===== src/rtl/tff_mode_counter.sv =====
// rtl/tff_mode_counter.sv - WIDTH-bit JK/T register bank and up/down modulo counter
// Optional define TFF_CNT_SAT_EN makes the count modes saturate instead of wrapping.
module tff_mode_counter #(
  parameter int WIDTH   = 8,
  parameter int MAX_VAL = 2**WIDTH - 1
) (
  input  logic             clk,
  input  logic             reset,
  input  logic             en,
  input  logic             load,
  input  logic [1:0]       mode,
  input  logic [WIDTH-1:0] d,
  input  logic [WIDTH-1:0] j,
  input  logic [WIDTH-1:0] k,
  input  logic [WIDTH-1:0] t,
  output logic [WIDTH-1:0] q,
  output logic [WIDTH-1:0] qbar,
  output logic             tc,
  output logic             wrap
);

  localparam logic [WIDTH-1:0] MAX_Q = WIDTH'(MAX_VAL);

  localparam logic [1:0] MODE_JK   = 2'b00;
  localparam logic [1:0] MODE_T    = 2'b01;
  localparam logic [1:0] MODE_UP   = 2'b10;
  localparam logic [1:0] MODE_DOWN = 2'b11;

  logic [WIDTH-1:0] up_tog;
  logic [WIDTH-1:0] dn_tog;
  logic [WIDTH-1:0] q_next;
  logic             wrap_next;
  logic             carry_up;
  logic             carry_dn;
  logic             at_max;
  logic             at_zero;

  assign at_max  = (q >= MAX_Q);
  assign at_zero = (q == '0);

  // Toggle masks for the counter: a cell flips when every lower cell is 1 (up) or 0 (down).
  always_comb begin
    up_tog   = '0;
    dn_tog   = '0;
    carry_up = 1'b1;
    carry_dn = 1'b1;
    for (int i = 0; i < WIDTH; i++) begin
      up_tog[i] = carry_up;
      dn_tog[i] = carry_dn;
      carry_up  = carry_up & q[i];
      carry_dn  = carry_dn & ~q[i];
    end
  end

  always_comb begin
    q_next    = q;
    wrap_next = 1'b0;
    if (load) begin
      q_next = d;
    end else if (en) begin
      case (mode)
        MODE_JK:   q_next = (j & ~q) | (~k & q);
        MODE_T:    q_next = q ^ t;
        MODE_UP: begin
          if (at_max) begin
`ifdef TFF_CNT_SAT_EN
            q_next    = MAX_Q;
`else
            q_next    = '0;
            wrap_next = 1'b1;
`endif
          end else begin
            q_next = q ^ up_tog;
          end
        end
        MODE_DOWN: begin
          if (at_zero) begin
`ifdef TFF_CNT_SAT_EN
            q_next    = '0;
`else
            q_next    = MAX_Q;
            wrap_next = 1'b1;
`endif
          end else begin
            q_next = q ^ dn_tog;
          end
        end
        default:   q_next = q;
      endcase
    end
  end

  always_ff @(posedge clk or negedge reset) begin
    if (!reset) begin
      q    <= '0;
      wrap <= 1'b0;
    end else begin
      q    <= q_next;
      wrap <= wrap_next;
    end
  end

  assign qbar = ~q;
  assign tc   = ((mode == MODE_UP) && at_max) || ((mode == MODE_DOWN) && at_zero);

endmodule


===== config.mk =====
export PLATFORM = sky130hd
export DESIGN_NAME = tff_mode_counter
export DESIGN_NICKNAME = d
export VERILOG_FILES = /design/src/rtl/tff_mode_counter.sv
export SDC_FILE = /design/constraint.sdc
export NUM_CORES = 1
export LEC_CHECK = 0
export CAP_MARGIN = 20
export CORE_MARGIN = 2
export CORE_UTILIZATION = 44
export CTS_CLUSTER_DIAMETER = 100
export DETAILED_ROUTE_END_ITERATION = 16
export PLACE_DENSITY = 0.87
export SYNTH_ARGS = -nofsm -noshare
export SYNTH_HDL_FRONTEND = slang
export SYNTH_SLANG_ARGS = --single-unit

===== constraint.sdc =====
create_clock -name clk -period 3.1 [get_ports clk]
set_input_delay 0.31 -clock clk [delete_from_list [all_inputs] [get_ports clk]]
set_output_delay 0.31 -clock clk [all_outputs]
set_load 0.02 [all_outputs]

==> results of run 1 <==
==> sequential cells by signal (all words and copies together), names as in the netlist <==
name	flops
q	8
wrap	1
==> worst max-delay path: stages (launching register included) <==
cell                              delay, ns
sky130_fd_sc_hd__dfrtp_1               0.43
sky130_fd_sc_hd__inv_1                 0.16
sky130_fd_sc_hd__ha_1                  0.21
sky130_fd_sc_hd__nand4b_1              0.16
sky130_fd_sc_hd__nor4_4                0.25
sky130_fd_sc_hd__a21o_1                0.13
sky130_fd_sc_hd__clkdlybuf4s50_1       0.60
==> synth_stat cells, drive strengths merged <==
| library cell | count |
|---|---|
| o2111ai | 2 |
| a211oi | 4 |
| a31oi | 1 |
| dfrtp | 9 |
| a21oi | 12 |
| or3 | 2 |
| nor2b | 2 |
| o31ai | 1 |
| a21bo | 4 |
| xor2 | 3 |
| clkbuf | 6 |
| mux2 | 1 |
| nand4b | 1 |
| a221oi | 1 |
| or2b | 1 |
| nor2 | 8 |
| o22ai | 1 |
| o211ai | 2 |
| o21a | 1 |
| or2 | 1 |
| nand4 | 1 |
| inv | 9 |
| ha | 12 |
| o21ai | 8 |
| buf | 1 |
| nor3b | 1 |
| nand3 | 3 |
| mux2i | 5 |
| o311ai | 1 |
| a21o | 1 |
| nand2b | 11 |
| nand2 | 8 |
| and3 | 1 |
| o221ai | 1 |
| a2111oi | 4 |
| xnor2 | 6 |
| nor4 | 2 |
==> report_power, final <==
part,leakage (uW),switching (uW),internal (uW)
registers,0.000109,40.8,133
logic,0.000608,152,173
clock network,0.0000150,49.7,49.8
total,0.000733,242,357
==> stage by stage <==
| step | hold WS, ns | setup WS [ns] | cells | cell area (um2) |
|---|---|---|---|---|
| floorplan | 0.0144 | 0.770 | 138 | 1130 |
| global placement | 0.655 | 0.854 | 219 | 1710 |
| detailed placement | 0.672 | 0.814 | 219 | 1710 |
| CTS | 0.378 | 0.575 | 223 | 1740 |
| global route | 0.397 | 0.456 | 223 | 1740 |
| finish | 0.374 | 0.580 | 223 | 1740 |
==> logic make-up after synthesis <==
family,after synthesis,share of synthesized area (%)
fa+ha+maj,12,13.3
xor+xnor,9,6.97
simple gates,42,22.1
compound gates,44,26.9
flops,9,19.9
buf+inv,16,5.42
mux,6,5.42
==> cell type report <==
cell class	count	area (um2)
multi-input combinational	113	845
fill	211	714
timing repair buffer	58	573
sequential	9	225
tap	30	37.5
inverter	9	33.8
clock buffer	4	26.3
==> cell usage in the layout, fill, tap and decap left out, drive strengths merged, types with 4 or more instances in the layout <==
| master | Yosys | layout |
|---|---|---|
| a211oi | 4 | 4 |
| o21ai | 8 | 8 |
| a21oi | 12 | 12 |
| inv | 9 | 9 |
| ha | 12 | 12 |
| mux2i | 5 | 5 |
| clkdlybuf4s50 | 0 | 55 |
| nor2 | 8 | 8 |
| a2111oi | 4 | 4 |
| xnor2 | 6 | 6 |
| a21bo | 4 | 4 |
| clkbuf | 6 | 4 |
| dfrtp | 9 | 9 |
| nand2b | 11 | 11 |
| nand2 | 8 | 8 |
==> metal layers <==
metal	routed length (um)	GRT usage (%)	vias up	share of wire, %
met2	1860	47.8	57	53
met1	1420	31.3	610	40
met3	214	4.92	5	6.1
li1	-	-	617	-
met5	0	0	-	0
met4	40	12.5	0	1.1
==> worst max path at each step <==
stage               endpoint  slack, ns  depth (start not counted)
floorplan               q[7]       0.77                         11
global placement          tc       0.85                          5
detailed placement        tc       0.81                          5
CTS                       tc       0.57                          6
global route              tc       0.46                          6
finish                    tc       0.58                          6
==> impl_metrics.xml, run 1 <==
<?xml version="1.0" encoding="UTF-8"?>
<metrics>
  <group name="outcome">
    <metric name="status" unit="">finished, final reports clean</metric>
  </group>
  <group name="timing">
    <metric name="worstMarginPinSlew" unit="ns">0.815</metric>
    <metric name="post_layout_minimum_cycle_time" unit="ns">2.52</metric>
    <metric name="final_clock_period_utilization_by_the_worst_path" unit="%">81.3</metric>
    <metric name="timing.setup.tns" unit="ns">0</metric>
    <metric name="max_slew_margin" unit="%">45.5</metric>
    <metric name="timing.fmax" unit="MHz">397</metric>
    <metric name="grt_setup_unrepaired" unit="">false</metric>
    <metric name="maxSlewViolCount" unit="">0</metric>
    <metric name="worst_clock_skew" unit="ns">0.00548</metric>
    <metric name="final-setup-viol-count" unit="">0</metric>
    <metric name="final-hold-violation-count" unit="">0</metric>
  </group>
  <group name="grt">
    <metric name="global_router_s_overall_resource_usage" unit="%">27.1</metric>
    <metric name="grt_pass1_vias" unit="">1362</metric>
    <metric name="grt_first_pass_wirelength" unit="mm">5.78</metric>
    <metric name="largest_net_degree_at_the_start_of_global_routing" unit="">22</metric>
    <metric name="grt_overflow_total" unit="">0</metric>
    <metric name="number_of_antenna_violations_at_the_first_check_in_global_routing" unit="">0</metric>
  </group>
  <group name="routing">
    <metric name="vias_per_cell" unit="">5.78</metric>
    <metric name="wl_per_cell" unit="um">15.8</metric>
    <metric name="routed_wirelength" unit="mm">3.53</metric>
    <metric name="drt_iter0_markers" unit="">38</metric>
    <metric name="firstDrtPassIters" unit="">4</metric>
    <metric name="detailroute.via_count" unit="">1289</metric>
    <metric name="drc" unit="">0</metric>
    <metric name="postRouteAntennaNets" unit="">0</metric>
  </group>
  <group name="pwr">
    <metric name="worst_ir_drop_vdd" unit="mV">0.284</metric>
    <metric name="p_total" unit="uW">599</metric>
    <metric name="power_per_cell_area" unit="nW/um2">344</metric>
    <metric name="static-leakage-power" unit="uW">0.000733</metric>
  </group>
  <group name="worst_setup_path">
    <metric name="crit_reg_reg_endpoint" unit="">q[7]</metric>
    <metric name="critical_path_peak_fanout" unit="">5</metric>
    <metric name="critPathCaptureType" unit="">output port</metric>
    <metric name="cp_data_arrival_time" unit="ns">2.21</metric>
    <metric name="criticalPathCategory" unit="">reg -&gt; out</metric>
    <metric name="crit-reg2reg-launch" unit="">q[0]</metric>
    <metric name="worstPathRequired" unit="ns">2.79</metric>
    <metric name="r2r.worst_path.cells" unit="">11</metric>
    <metric name="reg2reg_setup_slack" unit="ns">0.81</metric>
    <metric name="start_kind" unit="">register</metric>
    <metric name="setup.worst_path.start" unit="">q[0]</metric>
  </group>
  <group name="cts">
    <metric name="tritoncts_num_sinks" unit="">9</metric>
    <metric name="clk-insertion-delay-late" unit="ns">0.27</metric>
    <metric name="clock_tree.htree_level_count" unit="">1</metric>
    <metric name="cts_tree" unit="">done</metric>
    <metric name="postCtsResizedCells" unit="">0</metric>
    <metric name="cts_setup_buffers" unit="">0</metric>
    <metric name="cts.path.max_buffers" unit="">2</metric>
    <metric name="cts_root_buf" unit="">sky130_fd_sc_hd__clkbuf_4</metric>
    <metric name="clock_buffer_count_from_cts" unit="">3</metric>
    <metric name="holdBufCountCts" unit="">0</metric>
    <metric name="cts.clk_slew.worst_paths" unit="ns">0.07</metric>
  </group>
  <group name="yosys">
    <metric name="synth.largest_area_cell" unit="">sky130_fd_sc_hd__dfrtp_1</metric>
    <metric name="post_synth_main_area_contributors" unit="">sky130_fd_sc_hd__dfrtp_1 20%, sky130_fd_sc_hd__ha_1 13%, sky130_fd_sc_hd__nand2b_1 6.1%</metric>
    <metric name="synth_cells" unit="">138</metric>
    <metric name="synthesized_area_divided_by_synthesized_cell_count" unit="um2">8.20</metric>
    <metric name="number_of_warnings_reported_in_the_yosys_synthesis_log" unit="">0</metric>
    <metric name="synth_largest_type_area_fraction" unit="%">19.9</metric>
    <metric name="synth.lib_cells_used.distinct" unit="">39</metric>
    <metric name="netlist_area" unit="um2">1130</metric>
    <metric name="postSynthNetCount" unit="">188</metric>
    <metric name="yosys_register_bits" unit="">9</metric>
    <metric name="synth_seq_area_share" unit="%">19.9</metric>
  </group>
  <group name="finish">
    <metric name="signed_area_change_from_the_synthesized_netlist_to_the_final_layout" unit="%">53.9</metric>
    <metric name="count_of_nets_after_finishing" unit="">244</metric>
    <metric name="antenna_cells_inserted" unit="">0</metric>
    <metric name="postLayoutCoreUtil" unit="%">70.9</metric>
    <metric name="post_route_cells_drive_above_1_share" unit="%">8.29</metric>
  </group>
  <group name="floorplanning">
    <metric name="starting_density_of_the_core" unit="%">46.1</metric>
    <metric name="design.portCount" unit="">56</metric>
    <metric name="design.die.area" unit="um2">2990</metric>
    <metric name="die_h" unit="um">54.7</metric>
    <metric name="fp-row-count" unit="">18</metric>
    <metric name="die_width" unit="um">54.7</metric>
    <metric name="core" unit="um2">2450</metric>
  </group>
  <group name="placement">
    <metric name="hpwlAfterDp" unit="mm">2.77</metric>
    <metric name="finalWeightedCongestion" unit="">0.847</metric>
    <metric name="port_buffers" unit="">55</metric>
  </group>
  <group name="hold_path">
    <metric name="holdCritPathClass" unit="">in -&gt; async</metric>
  </group>
  <group name="job">
    <metric name="max-cap-violations" unit="">0</metric>
  </group>
</metrics>
No activity file was read; power rests on OpenSTA's default activity.
==> run 2, diff against run 1 <==
--- a/config.mk
+++ b/config.mk
@@ -7,10 +7,10 @@
 export LEC_CHECK = 0
 export CAP_MARGIN = 20
 export CORE_MARGIN = 2
-export CORE_UTILIZATION = 44
+export CORE_UTILIZATION = 40
 export CTS_CLUSTER_DIAMETER = 100
 export DETAILED_ROUTE_END_ITERATION = 16
-export PLACE_DENSITY = 0.87
+export PLACE_DENSITY = 0.8
 export SYNTH_ARGS = -nofsm -noshare
 export SYNTH_HDL_FRONTEND = slang
 export SYNTH_SLANG_ARGS = --single-unit
==> constraint.sdc (replaced) <==
create_clock -name clk -period 2.6 [get_ports clk]
set_input_delay 0.26 -clock clk [delete_from_list [all_inputs] [get_ports clk]]
set_output_delay 0.26 -clock clk [all_outputs]
set_load 0.02 [all_outputs]
==> run 2 against run 1 <==
Sequential power is 21% higher. Critical path depth stayed put. Non-clock buffer count stayed put. Worst hold slack worse by 0.059 ns. Cell count is 0.45% higher. Worst setup slack worse by 0.45 ns. Clock power is 21% higher. Critical endpoint unchanged.
==> impl_metrics.xml, run 2 (synthesis gave the netlist of run 1 again) <==
<?xml version="1.0" encoding="UTF-8"?>
<metrics>
  <group name="pwr">
    <metric name="static-leakage-power" unit="uW">0.000733</metric>
    <metric name="power_per_cell_area" unit="nW/um2">411</metric>
    <metric name="worst_ir_drop_vdd" unit="mV">0.307</metric>
  </group>
  <group name="cts">
    <metric name="clk-insertion-delay-late" unit="ns">0.28</metric>
    <metric name="postCtsResizedCells" unit="">0</metric>
    <metric name="clock_buffer_count_from_cts" unit="">3</metric>
    <metric name="cts_root_buf" unit="">sky130_fd_sc_hd__clkbuf_4</metric>
    <metric name="clock_tree.htree_level_count" unit="">1</metric>
    <metric name="cts.clk_slew.worst_paths" unit="ns">0.07</metric>
    <metric name="cts_tree" unit="">done</metric>
    <metric name="tritoncts_num_sinks" unit="">9</metric>
    <metric name="cts.path.max_buffers" unit="">2</metric>
    <metric name="holdBufCountCts" unit="">0</metric>
    <metric name="cts_setup_buffers" unit="">0</metric>
  </group>
  <group name="finish">
    <metric name="multiInputGateArea" unit="um2">845</metric>
    <metric name="layout_commonest_cell" unit="">sky130_fd_sc_hd__clkdlybuf4s50_1</metric>
    <metric name="seq_area" unit="um2">225</metric>
    <metric name="number_of_inserted_filler_cells_in_the_final_layout" unit="">232</metric>
    <metric name="mostFrequentLayoutCells" unit="">55 x sky130_fd_sc_hd__clkdlybuf4s50_1, 12 x sky130_fd_sc_hd__a21oi_1, 12 x sky130_fd_sc_hd__ha_1</metric>
    <metric name="antenna_cells_inserted" unit="">0</metric>
    <metric name="count_of_nets_after_finishing" unit="">244</metric>
    <metric name="post_route_cells_drive_above_1_share" unit="%">8.29</metric>
    <metric name="final_cells" unit="">224</metric>
    <metric name="signed_area_change_from_the_synthesized_netlist_to_the_final_layout" unit="%">54.0</metric>
    <metric name="max_ffs_per_register" unit="">8</metric>
    <metric name="final_area" unit="um2">1740</metric>
    <metric name="largest_registers" unit="">q (8), wrap (1)</metric>
    <metric name="biggest_register" unit="">q</metric>
    <metric name="postLayoutCoreUtil" unit="%">64.3</metric>
  </group>
  <group name="routing">
    <metric name="firstDrtPassIters" unit="">4</metric>
    <metric name="postRouteAntennaNets" unit="">0</metric>
    <metric name="detailroute.via_count" unit="">1282</metric>
    <metric name="vias_per_cell" unit="">5.72</metric>
    <metric name="drc" unit="">0</metric>
    <metric name="wl_per_cell" unit="um">15.8</metric>
    <metric name="routed_wirelength" unit="mm">3.55</metric>
    <metric name="drt_iter0_markers" unit="">61</metric>
  </group>
  <group name="timing">
    <metric name="post_layout_minimum_cycle_time" unit="ns">2.47</metric>
    <metric name="final-setup-viol-count" unit="">0</metric>
    <metric name="max_slew_margin" unit="%">43.6</metric>
    <metric name="timing.setup.tns" unit="ns">0</metric>
    <metric name="worst_clock_skew" unit="ns">0.00383</metric>
    <metric name="final-hold-violation-count" unit="">0</metric>
    <metric name="timing.fmax" unit="MHz">405</metric>
    <metric name="final_clock_period_utilization_by_the_worst_path" unit="%">94.9</metric>
    <metric name="worstMarginPinSlew" unit="ns">0.844</metric>
    <metric name="grt_setup_unrepaired" unit="">false</metric>
    <metric name="post-route-worst-setup-slack" unit="ns">0.134</metric>
    <metric name="maxSlewViolCount" unit="">0</metric>
  </group>
  <group name="floorplanning">
    <metric name="starting_density_of_the_core" unit="%">41.7</metric>
    <metric name="core" unit="um2">2710</metric>
    <metric name="design.die.area" unit="um2">3270</metric>
    <metric name="die_h" unit="um">57.2</metric>
    <metric name="fp-row-count" unit="">19</metric>
    <metric name="die_width" unit="um">57.2</metric>
    <metric name="design.portCount" unit="">56</metric>
  </group>
  <group name="worst_setup_path">
    <metric name="start_kind" unit="">register</metric>
    <metric name="critPathCaptureType" unit="">output port</metric>
    <metric name="worstPathRequired" unit="ns">2.34</metric>
    <metric name="cp_data_arrival_time" unit="ns">2.21</metric>
    <metric name="criticalPathCategory" unit="">reg -&gt; out</metric>
    <metric name="critical_path_peak_fanout" unit="">5</metric>
    <metric name="r2r.worst_path.cells" unit="">11</metric>
  </group>
  <group name="grt">
    <metric name="grt_overflow_total" unit="">0</metric>
    <metric name="grt_first_pass_wirelength" unit="mm">5.83</metric>
    <metric name="global_router_s_overall_resource_usage" unit="%">22.3</metric>
    <metric name="number_of_antenna_violations_at_the_first_check_in_global_routing" unit="">0</metric>
    <metric name="largest_net_degree_at_the_start_of_global_routing" unit="">22</metric>
    <metric name="grt_pass1_vias" unit="">1326</metric>
  </group>
  <group name="outcome">
    <metric name="status" unit="">finished, final reports clean</metric>
  </group>
  <group name="placement">
    <metric name="hpwlAfterDp" unit="mm">2.68</metric>
    <metric name="dp_slack" unit="ns">0.339</metric>
    <metric name="port_buffers" unit="">55</metric>
    <metric name="finalWeightedCongestion" unit="">0.854</metric>
    <metric name="dp_cells" unit="">220</metric>
    <metric name="area_after_dpl" unit="um2">1720</metric>
  </group>
  <group name="hold_path">
    <metric name="holdCritPathClass" unit="">in -&gt; async</metric>
  </group>
  <group name="job">
    <metric name="max-cap-violations" unit="">0</metric>
  </group>
</metrics>
## run 2: cell counts in the layout (fill, tap and decap cells not counted)
No cell type changed its count.
## run 2: cell type report
class                   count  area share, %
clock buffers               4           1.51
inverters                   9           1.94
multi-input cells         113           48.5
flip-flops and latches      9           12.9
well taps                  31           2.23
repair buffers             58           32.9
## run 2: stage by stage
| stage | total power [uW] | hold slack [ns] |
|---|---|---|
| detailed placement | 595 | 0.614 |
| finish | 716 | 0.315 |
| global route | 764 | 0.335 |
| CTS | 714 | 0.325 |
| floorplan | 410 | -0.0356 |
| global placement | 582 | 0.619 |
## run 2: worst paths after layout
path | from | end | slack [ns]
max | q[0] | tc | 0.13
min | reset | q[1] | 0.32
max reg2reg | q[1] | q[7] | 0.32
min reg2reg | q[3] | q[3] | 0.71
max in group asynchronous | reset | q[4] | 1.95
min in group clk | d[1] | q[1] | 0.55
## run 2: power by group
group / internal [uW] / leakage, uW / switching, uW
Clock: 59.5 / 0.0000150 / 60.9
Sequential: 159 / 0.000109 / 50.7
Combinational: 207 / 0.000608 / 179
## run 2: critical path, stage by stage (launching register included)
cell and delay, ns:
sky130_fd_sc_hd__dfrtp_1 0.43, sky130_fd_sc_hd__inv_1 0.15, sky130_fd_sc_hd__ha_1 0.20, sky130_fd_sc_hd__nand4b_1 0.15, sky130_fd_sc_hd__nor4_4 0.26, sky130_fd_sc_hd__a21o_1 0.14, sky130_fd_sc_hd__clkdlybuf4s50_1 0.60
## run 2: routing by layer
metal	global-route usage, %	vias to the layer above	routed length [um]
met5	0	-	0
met4	5.32	0	34
met3	3.17	7	231
met2	40.7	57	1790
met1	27.7	602	1490
li1	-	616	-
==> run 3, diff against run 2 <==
--- a/config.mk
+++ b/config.mk
@@ -11,6 +11,7 @@
 export CTS_CLUSTER_DIAMETER = 100
 export DETAILED_ROUTE_END_ITERATION = 16
 export PLACE_DENSITY = 0.8
+export SKIP_CTS_REPAIR_TIMING = 1
 export SYNTH_ARGS = -nofsm -noshare
 export SYNTH_HDL_FRONTEND = slang
 export SYNTH_SLANG_ARGS = --single-unit
==> results of run 3 <==
No change in the layout: final DEF, timing and power equal those of run 2.
